### config.mk
export PLATFORM = sky130hd
export DESIGN_NAME = instruction_fetch
export DESIGN_NICKNAME = d
export VERILOG_FILES = /design/src/rtl/instruction_fetch_pkg.sv /design/src/rtl/instruction_memory.sv /design/src/rtl/instruction_fetch.sv
export SDC_FILE = /design/constraint.sdc
export NUM_CORES = 2
export LEC_CHECK = 0
export ABC_AREA = 1
export CAP_MARGIN = 25
export CORE_MARGIN = 2
export CORE_UTILIZATION = 30
export CTS_CLUSTER_DIAMETER = 30
export CTS_CLUSTER_SIZE = 25
export DETAILED_ROUTE_END_ITERATION = 8
export PLACE_DENSITY_LB_ADDON = 0.1
export SLEW_MARGIN = 10
export SYNTH_ARGS = -nofsm -noshare
export SYNTH_HDL_FRONTEND = slang
export SYNTH_SLANG_ARGS = --single-unit
### constraint.sdc
create_clock -name i_clk -period 3.6 [get_ports i_clk]
set_clock_uncertainty 0.15 [all_clocks]
set_input_delay 0.72 -clock i_clk [delete_from_list [all_inputs] [get_ports i_clk]]
set_output_delay 0.72 -clock i_clk [all_outputs]
set_load 0.1 [all_outputs]
### src/rtl/instruction_fetch_pkg.sv
// Shared IF-stage definitions: end-of-program marker, run modes, FSM states.
// Imported by the fetch stage and the IF/ID latch.
package instruction_fetch_pkg;

  localparam logic [31:0] INSTR_EOF = 32'h69656F66;

  localparam logic [1:0] CONT_MOD = 2'b01;
  localparam logic [1:0] STEP_MOD = 2'b11;

  typedef enum logic [1:0] {
    ST_LOAD  = 2'd0,
    ST_READY = 2'd1,
    ST_RUN   = 2'd2,
    ST_HALT  = 2'd3
  } if_state_t;

endpackage

### src/rtl/instruction_memory.sv
// Instruction RAM: synchronous write port, asynchronous read port.
// Ports: i_clk, i_we/i_waddr/i_wdata (write), i_raddr/o_rdata (read).
module instruction_memory #(
  parameter int NB_DATA = 32,
  parameter int NB_ADDR = 6,
  parameter int DEPTH   = 2**NB_ADDR
) (
  input  logic               i_clk,
  input  logic               i_we,
  input  logic [NB_ADDR-1:0] i_waddr,
  input  logic [NB_DATA-1:0] i_wdata,
  input  logic [NB_ADDR-1:0] i_raddr,
  output logic [NB_DATA-1:0] o_rdata
);

  logic [NB_DATA-1:0] r_mem [DEPTH];

  always_ff @(posedge i_clk) begin
    if (i_we) r_mem[i_waddr] <= i_wdata;
  end

  assign o_rdata = r_mem[i_raddr];

endmodule

### src/rtl/instruction_fetch.sv
// IF stage: PC, byte-wise program loader and fetch FSM over instruction_memory.
// Ports: i_clk/i_reset, run control (i_pipeline_mode, i_run_clockcycle,
//   i_PC_write, i_PC_src, i_branch_target), loader (i_load_start,
//   i_load_valid, i_load_byte), outputs o_instruction, o_PC (PC+1),
//   o_load_done, o_load_error, o_halted, o_state.
module instruction_fetch
  import instruction_fetch_pkg::*;
#(
  parameter int NB_INSTRUCT = 32,
  parameter int NB_PC       = 6,
  parameter int MEM_DEPTH   = 2**NB_PC,
  parameter int NB_BYTE     = 8
) (
  input  logic                   i_clk,
  input  logic                   i_reset,
  input  logic [1:0]             i_pipeline_mode,
  input  logic                   i_run_clockcycle,
  input  logic                   i_PC_write,
  input  logic                   i_PC_src,
  input  logic [NB_PC-1:0]       i_branch_target,
  input  logic                   i_load_start,
  input  logic                   i_load_valid,
  input  logic [NB_BYTE-1:0]     i_load_byte,
  output logic [NB_INSTRUCT-1:0] o_instruction,
  output logic [NB_PC-1:0]       o_PC,
  output logic                   o_load_done,
  output logic                   o_load_error,
  output logic                   o_halted,
  output logic [1:0]             o_state
);

  localparam int NB_ASM = NB_INSTRUCT - NB_BYTE;
  localparam logic [NB_INSTRUCT-1:0] W_EOF =
    NB_INSTRUCT'(INSTR_EOF);
  localparam logic [NB_PC-1:0] LAST_ADDR =
    NB_PC'(MEM_DEPTH - 1);

  if_state_t               r_state;
  logic [NB_PC-1:0]        r_pc;
  logic [NB_PC-1:0]        r_wptr;
  logic [1:0]              r_bcnt;
  logic [NB_ASM-1:0]       r_asm;
  logic                    r_load_done;
  logic                    r_load_error;

  logic [NB_INSTRUCT-1:0]  w_word;
  logic [NB_INSTRUCT-1:0]  w_rdata;
  logic                    w_we;
  logic                    w_word_eof;
  logic                    w_fetch_eof;
  logic                    w_mode_ok;
  logic                    w_advance;

  // Bytes arrive MSB first, so each new byte enters at the LSB end.
  assign w_word = {r_asm, i_load_byte};
  assign w_word_eof = (w_word == W_EOF);

  assign w_we = (r_state == ST_LOAD) && i_load_valid
             && !i_load_start && (r_bcnt == 2'd3);

  assign w_mode_ok = (i_pipeline_mode == CONT_MOD)
                  || (i_pipeline_mode == STEP_MOD);

  assign w_advance = (r_state == ST_RUN)
    && ((i_pipeline_mode == CONT_MOD)
     || ((i_pipeline_mode == STEP_MOD) && i_run_clockcycle));

  assign w_fetch_eof = (w_rdata == W_EOF);

  instruction_memory #(
    .NB_DATA (NB_INSTRUCT),
    .NB_ADDR (NB_PC),
    .DEPTH   (MEM_DEPTH)
  ) u_mem (
    .i_clk   (i_clk),
    .i_we    (w_we),
    .i_waddr (r_wptr),
    .i_wdata (w_word),
    .i_raddr (r_pc),
    .o_rdata (w_rdata)
  );

  always_ff @(posedge i_clk or posedge i_reset) begin
    if (i_reset) begin
      r_state      <= ST_LOAD;
      r_pc         <= '0;
      r_wptr       <= '0;
      r_bcnt       <= '0;
      r_asm        <= '0;
      r_load_done  <= 1'b0;
      r_load_error <= 1'b0;
    end else begin
      unique case (r_state)
        ST_LOAD: begin
          if (i_load_start) begin
            r_wptr       <= '0;
            r_bcnt       <= '0;
            r_asm        <= '0;
            r_load_done  <= 1'b0;
            r_load_error <= 1'b0;
          end else if (i_load_valid) begin
            r_asm  <= w_word[NB_ASM-1:0];
            r_bcnt <= r_bcnt + 2'd1;
            if (r_bcnt == 2'd3) begin
              // Pointer saturates at the last slot.
              if (r_wptr != LAST_ADDR)
                r_wptr <= r_wptr + 1'b1;
              if (w_word_eof) begin
                r_load_done <= 1'b1;
                r_state     <= ST_READY;
              end else if (r_wptr == LAST_ADDR) begin
                r_load_error <= 1'b1;
                r_state      <= ST_READY;
              end
            end
          end
        end
        ST_READY: begin
          if (w_mode_ok) r_state <= ST_RUN;
        end
        ST_RUN: begin
          // Redirect beats eof: a wrong-path eof must not halt.
          if (w_advance && i_PC_write) begin
            if (i_PC_src)
              r_pc <= i_branch_target;
            else if (w_fetch_eof)
              r_state <= ST_HALT;
            else
              r_pc <= r_pc + 1'b1;
          end
        end
        ST_HALT: begin
          if (i_load_start) begin
            r_state      <= ST_LOAD;
            r_pc         <= '0;
            r_wptr       <= '0;
            r_bcnt       <= '0;
            r_asm        <= '0;
            r_load_done  <= 1'b0;
            r_load_error <= 1'b0;
          end
        end
        default: r_state <= ST_LOAD;
      endcase
    end
  end

  assign o_instruction = ((r_state == ST_RUN) || (r_state == ST_HALT))
                       ? w_rdata : '0;
  assign o_PC         = r_pc + 1'b1;
  assign o_load_done  = r_load_done;
  assign o_load_error = r_load_error;
  assign o_halted     = (r_state == ST_HALT);
  assign o_state      = r_state;

endmodule

; ---- After elaboration in Yosys (flattened, before gate mapping)
; Memory sizes are Yosys's and may differ from the RTL's.
; Cells that the tools add are included.
[word_totals]
input_bits = 23
regBits = 42
rom_bits = 0
ram_bits = 2048
latch_bits = 0
memories = 1
[mem_list]
columns = memory, words, width, rd, rd_clocked_by_memory_dff, wr, line_no
row1 = u_mem.r_mem, 64, 32, 1, 0, 1, instruction_memory.sv:16  ; logic [NB_DATA-1:0] r_mem [DEPTH];
[classes]
bitwise_logic = 0
add_sub_neg = 3
n_lt_le_gt_ge = 0
div_mod_pow = 0
n_mul = 0
n_eq_ne = 26
muxes = 43
shift = 0
reduce_logical = 19
[ops]
columns = cell, count
row1 = $mux W24, 3
row2 = $eq A32 B31 Y1 const B, 2
row3 = $mux W6, 8
row4 = $pmux W24 S2, 1
row5 = $mux W32, 1
row6 = $mux W2, 12
row7 = $pmux W6 S2, 2
row8 = $add A6 B1 Y6 const B, 2
row9 = $mux W1, 12
row10 = $ne A2 B2 Y1 const B, 6
row11 = $ne A3 B2 Y1 const B, 4
row12 = $ne A3 B3 Y1 const B, 4
row13 = $reduce_and A5 Y1, 2
row14 = $reduce_and A9 Y1, 1
row15 = $eq A2 B2 Y1 const B, 4
row16 = $pmux W2 S4, 1
row17 = $eq A6 B6 Y1 const B, 1
row18 = $logic_and A1 B1 Y1, 6
row19 = $ne A6 B6 Y1 const B, 1
row20 = $reduce_and A6 Y1, 1
row21 = $eq A2 B1 Y1 const B, 2
row22 = $ne A2 B1 Y1 const B, 2
row23 = $pmux W1 S2, 2
row24 = $pmux W2 S2, 1
row25 = other kinds (7), 10

; ---- Logic depth before layout (Yosys ltp)
[depth]
ltp_word = 7
mapped_depth = 23

; ---- Cells and area by module
; A second synthesis with hierarchy kept.
[hier_totals]
hier_cells = 7107
area_unflattened_um2 = 84795.1
[by_module_without_submodules]
columns = mod, area_each_um2, instances, cells_per_inst, seq_area_each_um2
row1 = instruction_memory, 82097.5, 1, 6737, 61499.0
row2 = instruction_fetch, 2697.6, 1, 370, 1051.0

; ---- Worst setup path before layout
; OpenSTA, ideal clock, no wires.
[synth_timing]
kind = register to output
start = register r_state[1] (netlist: o_state[1])
end = output port o_instruction[21]
path_buffers = 2
path_stages_with_launch = 6
required_ns = 2.730
path_slack_ns = -1.288
arrival_time_ns = 4.018
path_cell_list = dfrtp_1 > ha_1 > clkbuf_1 > nor2_1 > clkbuf_1 > a21oi_1
[synth_between]
elab_chain_len = 3
word_cells_on_any_way = 4
[synth_lines]
columns = item, line_no
row1 = from (decl), instruction_fetch.sv:38  ; if_state_t r_state;
row2 = from (signal assigned), instruction_fetch.sv:85  ; r_state <= ST_LOAD;
row3 = from (signal assigned), instruction_fetch.sv:110  ; r_state <= ST_READY;
row4 = from (signal assigned), instruction_fetch.sv:113  ; r_state <= ST_READY;
row5 = $eq A2 B2 Y1, n/a
row6 = via o_halted, instruction_fetch.sv:28  ; output logic o_halted,
row7 = $logic_or A1 B1 Y1, instruction_fetch.sv:148  ; assign o_instruction = ((r_state == ST_RUN) || (r_state == ST_HALT))
row8 = $mux W32, instruction_fetch.sv:149  ; ? w_rdata : '0;
row9 = to (decl), instruction_fetch.sv:24  ; output logic [NB_INSTRUCT-1:0] o_instruction,
; The timed path passes the listed nets, and every way through them passes these cells.

; ---- Worst setup path after layout
[layout_timing]
start = register r_pc[0]
end = output port o_instruction[31]
[layout_between]
elab_chain_len = 2
[layout_lines]
columns = item, line_no
row1 = from (decl), instruction_fetch.sv:39  ; logic [NB_PC-1:0] r_pc;
row2 = from (signal assigned), instruction_fetch.sv:125  ; r_pc <= i_branch_target;
row3 = from (signal assigned), instruction_fetch.sv:129  ; r_pc <= r_pc + 1'b1;
row4 = $mem_v2 Z64 W32, n/a
row5 = $mux W32, instruction_fetch.sv:149
; Every way passes these cells.

==> impl_metrics.env <==
export IMPL_synth_yosys_seq_area_share=0.740
export IMPL_combPwrFrac=0.340
export IMPL_grt_overflow=0
export IMPL_rr_startpoint="r_pc[0]"
export IMPL_dp_hpwl_um=179000
export IMPL_nNetsFinal=8113
export IMPL_num_rows=194
export IMPL_finalSetupViolations=42
export IMPL_num_vias=59000
export IMPL_initial_utilization=0.302
export IMPL_synth_cells=7225
export IMPL_drc=0
export IMPL_dp_cells=11200
export IMPL_critPathLaunch="r_pc[0]"
export IMPL_r2r_setup_slack_ns=-0.22
export IMPL_yosysUniqueCellTypes=32
export IMPL_port_buffer_count=65
export IMPL_setup_ws_ns=-0.797
export IMPL_outcome="finished with violations"
export IMPL_core_mm2=0.280
export IMPL_dieArea_mm2=0.286
export IMPL_hold_slack_ns=0.123
export IMPL_clkPwrFrac=0.399
export IMPL_die_w_um=535
export IMPL_report_final_slew_viol_count=0
export IMPL_grt_pass1_vias=58800
export IMPL_syn_to_final_growth_pct=37.1
export IMPL_rsz0062_at_grt="true"
export IMPL_netlist_top_cells_area="edfxtp_1, nand2_1, nand3_1, buf_2, a21oi_1"
export IMPL_h_tree_depth=6
export IMPL_pwr_share_seq=0.261
export IMPL_place_ws_ns=-0.605
export IMPL_grt_pass1_wl_um=431000
export IMPL_antenna_found_initial=6
export IMPL_final_area_mm2=0.116
export IMPL_syn_area_mm2=0.0846
export IMPL_finalSetupTns_ns=-24.08
export IMPL_drtPass1Iterations=6
export IMPL_cts_max_path_buffers=4
export IMPL_clkTransAtPathRegs_ns=0.04
export IMPL_final_cells=12200
export IMPL_utilization=0.414
export IMPL_synth_edf_count=2048
export IMPL_cts_tree="done"
export IMPL_worst_ep_arrival_time_ns=3.53
export IMPL_fillers=26200
export IMPL_root_buffer="clkbuf_16"
export IMPL_wl_per_cell_um=24.9
export IMPL_irDropWorstVdd_v=0.000740
export IMPL_layout_drive_gt1_share=0.212
export IMPL_critPathKind="flip-flop to output pin"
export IMPL_yosysWarnings=0
export IMPL_worst_pin_slew_ns=0.982
export IMPL_cts_buffers=524
export IMPL_final_hold_violation_count=0
export IMPL_switching_share=0.352
export IMPL_ys_async_sr_fraction=0.0201
export IMPL_internal_power_mw=73.1
export IMPL_die_y_um=535
export IMPL_ant_nets=0
export IMPL_powerDensity_mw_per_mm2=974
export IMPL_multi_input_area_mm2=0.0213
export IMPL_avgSynthCellArea_um2=11.7
export IMPL_place_area_mm2=0.0963
export IMPL_syn_nets=7255
export IMPL_final_seq_area_mm2=0.0626
export IMPL_yosysTopAreaCellShare=0.727
export IMPL_synthFlopType="edfxtp_1"
export IMPL_period_minus_slack_ns=4.40
export IMPL_grt_max_degree=66
export IMPL_cp_end_kind="output pin"
export IMPL_fin_total_pwr_mw=113
export IMPL_crit_required_ns=2.73
export IMPL_hold_start="i_load_byte[6]"
export IMPL_grtUsageTotal=0.207
export IMPL_drt_initial_drc_count=4986
export IMPL_fmax_ghz=0.227
export IMPL_yosys_area_top_type="edfxtp_1"
export IMPL_critPathMaxFanout=16
export IMPL_power_switching_mw=39.8
export IMPL_synth_seq_cells=2090
export IMPL_violations="negative setup slack"
export IMPL_ios=66
export IMPL_gp_congestion=0.796
export IMPL_hold_class="input port to flip-flop"
export IMPL_cts_sinks=2090
export IMPL_relSlewSlack=0.346
export IMPL_routed_wl_um=304000
export IMPL_cap_violations=0
export IMPL_viasPerCell=4.83
export IMPL_start_kind="flip-flop"
export IMPL_p_leak_nw=43.8
export IMPL_finalCritPeriodShare=1.22
export IMPL_clk_insertion_delay_late_ns=0.89
==> cells in the mapped netlist, types with 17 or more instances <==
master    count
nor2_1      119
nand2_1    2949
edfxtp_1   2048
dfrtp_1      42
o21ai_0      21
buf_1        28
o22ai_1      17
buf_4        46
a21oi_1     269
inv_1        52
clkbuf_1     60
nand3_1    1227
buf_2       283
==> power groups by stage <==
stage,Combinational [mW],Sequential (mW),Clock [mW]
final,38.4,29.5,45.1
after detailed placement,35.1,29.8,0
after global routing,41.1,29.5,47.1
after floorplan,17.1,30.8,0
after global placement,35.2,29.8,0
after CTS,37.6,29.5,45.8
==> cells by family after synthesis <==
family / synth area share
compound gates: 0.0194
xor+xnor: 0.000311
fa+ha+maj: 0.00104
buf+inv: 0.0285
flops: 0.740
simple gates: 0.211
==> critical path, stage by stage, from the launching register on <==
cell     delay (ns)
dfrtp_4        0.55
inv_12         0.15
buf_6          0.17
buf_12         0.19
buf_16         0.18
buf_12         0.14
nand2_1        0.06
nand3_1        0.06
nand3_1        0.07
nand3_1        0.08
nand3_2        0.18
nand3_2        0.15
nand2_1        0.08
buf_4          0.17
nor2_4         0.13
buf_12         0.18
==> routing by layer <==
layer	global-route usage	share of wire	vias up
li1	-	-	27200
met1	0.280	0.45	29800
met2	0.346	0.48	1585
met3	0.0290	0.047	432
met4	0.0605	0.025	0
met5	0	0	-
==> flip-flops by register name, indices dropped and copies added, names as in the netlist <==
| signal | flops |
|---|---|
| u_mem.r_mem | 2048 |
| r_asm | 24 |
| r_pc | 6 |
| r_wptr | 6 |
| o_state | 2 |
| r_bcnt | 2 |
| o_load_done | 1 |
| o_load_error | 1 |
==> final timing paths <==
kind	cells past startpoint	end
min in group asynchronous	2	r_pc[3]
worst max register to register	25	o_state[0]
max in group asynchronous	2	r_pc[1]
worst min-delay path	3	r_asm[6]
worst min register to register	2	r_bcnt[1]
worst max-delay path	15	o_instruction[31]
==> cell type report <==
cell class | count | share of cell area
sequential | 2090 | 0.540
multi-input combinational | 4651 | 0.184
clock buffer | 620 | 0.120
timing repair buffer | 757 | 0.0867
tap | 3724 | 0.0402
clock inverter | 309 | 0.0270
inverter | 58 | 0.00236
timing repair inverter | 1 | 0.000140
antenna | 4 | 0.0000864
==> timing repair <==
| item | in CTS | in global routing |
|---|---|---|
| endpoints found under the setup margin | 44 | 44 |
| pin swaps | 7 | 19 |
| gates resized for setup | 196 | 97 |
| hold buffers | 0 | 0 |
| buffers inserted | 34 | 22 |
| hold endpoints to repair | 0 | 0 |
| cloned | 15 | 10 |
==> cells in the final DEF, fill, tap and decap left out, drive strengths merged, types with 3 or more instances in the layout <==
master / synthesis / routed
a21oi: 269 / 269
buf: 366 / 726
bufbuf: 0 / 9
bufinv: 0 / 55
clkbuf: 60 / 628
clkdlybuf4s50: 0 / 14
clkinv: 2 / 212
clkinvlp: 0 / 32
dfrtp: 42 / 42
diode: 0 / 4
edfxtp: 2048 / 2048
ha: 7 / 7
inv: 56 / 69
nand2: 2952 / 2952
nand3: 1227 / 1227
nand4: 14 / 14
nor2: 120 / 120
nor3: 5 / 5
nor4: 4 / 4
o211ai: 3 / 3
o21ai: 23 / 23
o22ai: 17 / 17
xor2: 3 / 3
Power figures use the tool's default switching activity.
